--- src/rtl/mac_pe_dbuf.sv ---
// Weight-stationary systolic MAC processing element with a double-buffered weight,
// valid-tagged dataflow and optional saturating accumulation with a sticky overflow flag.
module mac_pe_dbuf #(
  parameter int unsigned A_W   = 4,
  parameter int unsigned W_W   = 8,
  parameter int unsigned ACC_W = 16,
  parameter bit          SAT   = 1'b1
) (
  input  logic             clk,
  input  logic             rst_n,
  input  logic             w_load,
  input  logic [W_W-1:0]   w_in,
  output logic [W_W-1:0]   w_out,
  input  logic             w_swap,
  input  logic             in_valid,
  input  logic [A_W-1:0]   in_a,
  output logic             out_valid,
  output logic [A_W-1:0]   out_a,
  input  logic [ACC_W-1:0] in_sum,
  output logic [ACC_W-1:0] out_sum,
  input  logic             sat_clr,
  output logic             sat_flag
);

  localparam int unsigned P_W    = A_W + W_W;
  localparam int unsigned FULL_W = ACC_W + 1;

  localparam logic [ACC_W-1:0] ACC_MAX = {1'b0, {(ACC_W-1){1'b1}}};
  localparam logic [ACC_W-1:0] ACC_MIN = {1'b1, {(ACC_W-1){1'b0}}};

  logic signed [W_W-1:0]    shadow_w;
  logic signed [W_W-1:0]    active_w;
  logic signed [P_W-1:0]    prod_c;
  logic signed [FULL_W-1:0] full_c;
  logic                     ovf_c;
  logic [ACC_W-1:0]         sum_c;

  // Shadow weight is forwarded straight down the load chain.
  assign w_out = shadow_w;

  // Full-precision signed product and sum; one guard bit detects overflow.
  assign prod_c = $signed(in_a) * active_w;
  assign full_c = FULL_W'($signed(in_sum)) + FULL_W'(prod_c);
  assign ovf_c  = full_c[ACC_W] ^ full_c[ACC_W-1];

  always_comb begin
    sum_c = full_c[ACC_W-1:0];
    if (SAT && ovf_c) begin
      sum_c = full_c[ACC_W] ? ACC_MIN : ACC_MAX;
    end
  end

  always_ff @(posedge clk) begin
    if (!rst_n) begin
      shadow_w  <= '0;
      active_w  <= '0;
      out_a     <= '0;
      out_valid <= 1'b0;
      out_sum   <= '0;
      sat_flag  <= 1'b0;
    end else begin
      if (w_load) shadow_w <= $signed(w_in);
      // Swap captures the pre-edge shadow, so load+swap in one cycle is safe.
      if (w_swap) active_w <= shadow_w;
      out_a     <= in_a;
      out_valid <= in_valid;
      out_sum   <= in_valid ? sum_c : in_sum;
      if (in_valid && ovf_c) begin
        sat_flag <= 1'b1;
      end else if (sat_clr) begin
        sat_flag <= 1'b0;
      end
    end
  end

endmodule

--- config.mk ---
export PLATFORM = sky130hd
export DESIGN_NAME = mac_pe_dbuf
export DESIGN_NICKNAME = d
export VERILOG_FILES = /design/src/rtl/mac_pe_dbuf.sv
export SDC_FILE = /design/constraint.sdc
export NUM_CORES = 1
export LEC_CHECK = 0
export CAP_MARGIN = 20
export CORE_MARGIN = 10
export CORE_UTILIZATION = 50
export CTS_CLUSTER_DIAMETER = 30
export DETAILED_ROUTE_END_ITERATION = 7
export GPL_TIMING_DRIVEN = 1
export PLACE_DENSITY = 0.8
export SETUP_SLACK_MARGIN = 0.05
export SLEW_MARGIN = 0
export SYNTH_ARGS = -nofsm -noshare
export SYNTH_HDL_FRONTEND = slang
export SYNTH_SLANG_ARGS = --single-unit
--- constraint.sdc ---
create_clock -name clk -period 7.5 [get_ports clk]
set_input_delay 1.875 -clock clk [delete_from_list [all_inputs] [get_ports clk]]
set_output_delay 1.875 -clock clk [all_outputs]
set_load 0.02 [all_outputs]
==> impl_metrics.py <==
metrics = {
    "run_status": {
        "status": "complete, no violations",
    },
    "route": {
        "wl_per_cell_um": 15.6,
        "drtAntennaViolNets": 0,
        "vias": 2844,
        "vias_per_cell": 5.09,
        "routed_wl_mm": 8.69,
        "dr.pass1.iters": 4,
        "drt_iter0_drc": 92,
        "drc": 0,
    },
    "clocking": {
        "root_buffer": "clkbuf_8",
        "cts_setup_buffers": 0,
        "cts_tree": "built",
        "hold_buffers": 0,
        "cts_buffer_depth": 2,
        "ctsHtreeMaxLevel": 2,
        "cts_resized": 0,
        "cts.sinks": 38,
        "insertion_delay_ns": 0.30,
        "clk_pin_slew_ns": 0.08,
        "numCtsBuffers": 5,
    },
    "floorplanning": {
        "initial_core_util_pct": 51.0,
        "io_pins": 64,
        "die_w_um": 106,
        "fp-row-count": 31,
        "core-area_um2": 7180,
        "die_h_um": 106,
        "die-area_um2": 11100,
    },
    "finish": {
        "drive_gt1_share_pct": 8.04,
        "antenna-diode-count": 0,
        "fin_area_um2": 4520,
        "area_growth_pct": 23.4,
        "fin_nets": 563,
    },
    "sta": {
        "worstMarginPinSlew_ns": 0.846,
        "slew_headroom_pct": 43.4,
        "fin_setup_tns_ns": 0,
        "slew_viol_final": 0,
        "setup_viol": 0,
        "rsz0062_at_grt": "no",
        "clock_skew_ns": 0.00530,
        "layout_min_cycle_time_ns": 6.59,
        "hold_slack_ns": 0.522,
        "period_share_pct": 87.8,
        "fmax_mhz": 152,
        "finalHoldViolations": 0,
    },
    "grt": {
        "grt_util_met2_pct": 28.0,
        "grt_usage_pct": 16.3,
        "grt.busiest_layer": "met2",
        "antenna_found_initial": 0,
        "grt_pass1_vias": 3121,
        "grt_pass1_wl_mm": 15.2,
        "grtUsageMet3_pct": 3.47,
        "overflow": 0,
        "grt_max_degree": 33,
        "gr-usage-met1_pct": 20.2,
    },
    "min_path": {
        "hold_class": "reg -> reg",
    },
    "synthesis": {
        "ys_ff_latch": 38,
        "yosysSeqAreaShare_pct": 20.8,
        "synth_cell_types": 48,
        "syn_avg_cell_area_um2": 9.17,
        "synth_ff_type": "dfxtp_1",
        "netlist_instances": 399,
        "synth_fp_nets": 503,
        "synth_edf_count": 0,
        "netlist_area_um2": 3660,
        "async_reset_ff_share_pct": 0,
        "yosysWarnings": 0,
    },
    "place": {
        "post-dp-hpwl_mm": 7.08,
        "place_area_um2": 4380,
        "gp_congestion": 0.910,
        "port_buffers": 63,
    },
    "setup_path": {
        "required_ns": 7.69,
        "worstPathMaxFanout": 18,
        "cp-end-kind": "flop",
        "cp.arrival_ns": 6.78,
        "critical_path_class": "in -> reg",
        "cp-start-kind": "input port",
    },
    "run": {
        "drv_cap": 0,
    },
    "pwr": {
        "ir_drop_v": 0.000111,
        "power.density_nw_per_um2": 207,
        "p_leak_uw": 0.00206,
    },
}
==> layout make-up <==
type / count / area, um^2
clock buffers: 5 / 68.8
clock inverters: 3 / 45.0
fillers: 604 / 2660
inverters: 78 / 293
multi-input cells: 270 / 2530
flip-flops and latches: 38 / 761
well taps: 99 / 124
repair buffers: 66 / 691
==> worst paths after layout <==
path / start / slack (ns) / cells past startpoint / end
min reg2reg: sat_flag / 0.52 / 1 / sat_flag
max: in_a[3] / 0.91 / 15 / out_sum[12]
min: sat_flag / 0.52 / 1 / sat_flag
max reg2reg: active_w[7] / 2.69 / 14 / out_sum[12]
==> where the power goes <==
group          total, uW  switching [uW]  internal [uW]  leakage (uW)
combinational        519             277            241       0.00170
clock                180            81.0           99.0     0.0000504
sequential           238            10.1            228      0.000315
total                937             368            568       0.00206
==> cell families (layout without fill, tap and decap cells) <==
logic type,Yosys count,after routing,synth area share (%)
flops,38,38,20.8
mux,17,17,4.68
simple gates,87,87,14.6
buf+inv,91,152,9.98
fa+ha+maj,84,84,35.5
compound gates,68,68,10.9
xor+xnor,14,14,3.56
==> flip-flops by register name (all words and copies together) (netlist names) <==
name       flops
out_a          4
w_out          8
out_valid      1
active_w       8
out_sum       16
sat_flag       1
==> through the flow <==
stage	power (uW)	std cells	util (%)	setup slack (ns)
floorplan	621	399	-	1.84
global placement	750	549	60.6	0.773
detailed placement	763	550	61.0	0.597
CTS	947	558	62.6	0.878
global route	1010	559	62.9	0.439
finish	937	559	62.9	0.915
==> cell usage in the layout, fill, tap and decap left out, drive strengths merged, types with 2 or more instances in the layout <==
| master | synthesis | layout |
|---|---|---|
| a211oi | 2 | 2 |
| a21o | 3 | 3 |
| a21oi | 29 | 29 |
| and2 | 27 | 27 |
| buf | 4 | 2 |
| clkbuf | 9 | 6 |
| clkdlybuf4s50 | 0 | 63 |
| clkinvlp | 0 | 2 |
| dfxtp | 38 | 38 |
| fa | 36 | 36 |
| ha | 34 | 34 |
| inv | 78 | 78 |
| maj3 | 14 | 14 |
| mux2i | 16 | 16 |
| nand2 | 10 | 10 |
| nand2b | 2 | 2 |
| nand3 | 5 | 5 |
| nand4 | 2 | 2 |
| nor2 | 8 | 8 |
| nor2b | 23 | 23 |
| nor3 | 3 | 3 |
| o211ai | 2 | 2 |
| o21a | 2 | 2 |
| o21ai | 22 | 22 |
| o21bai | 2 | 2 |
| or2 | 2 | 2 |
| xnor2 | 8 | 8 |
| xor2 | 6 | 6 |
==> critical path, stage by stage <==
cell and delay (ns):
clkdlybuf4s50_1 0.60, mux2_2 0.36, ha_1 0.41, inv_1 0.17
fa_1 0.53, fa_1 0.55, inv_1 0.04, ha_1 0.38
a21oi_2 0.26, a21oi_1 0.10, a21oi_1 0.19, o211ai_1 0.15
nor3_4 0.67, a31oi_1 0.17, o31a_1 0.31
==> layer usage <==
| layer | routed length, um | part of all wire [%] |
|---|---|---|
| met1 | 3800 | 44 |
| met2 | 4370 | 50 |
| met3 | 343 | 3.9 |
| met4 | 181 | 2.1 |
| met5 | 0 | 0 |
==> synth_stat cells (3+ instances only) <==
library cell	number	area share (%)
mux2i_1	16	4.4
and2_1	27	4.6
maj3_2	11	3.4
a21o_1	3	0.62
ha_1	34	12
nand3_1	3	0.41
xor2_1	6	1.4
nor2b_1	23	3.9
buf_6	3	0.92
o21ai_0	21	2.9
fa_1	36	20
clkbuf_1	9	0.92
a21oi_1	28	3.8
xnor2_1	7	1.7
dfxtp_1	38	21
inv_1	78	8.0
nand2_1	10	1.0
nor2_1	6	0.62
maj3_1	3	0.82
No activity file was read; power rests on OpenSTA's default activity.
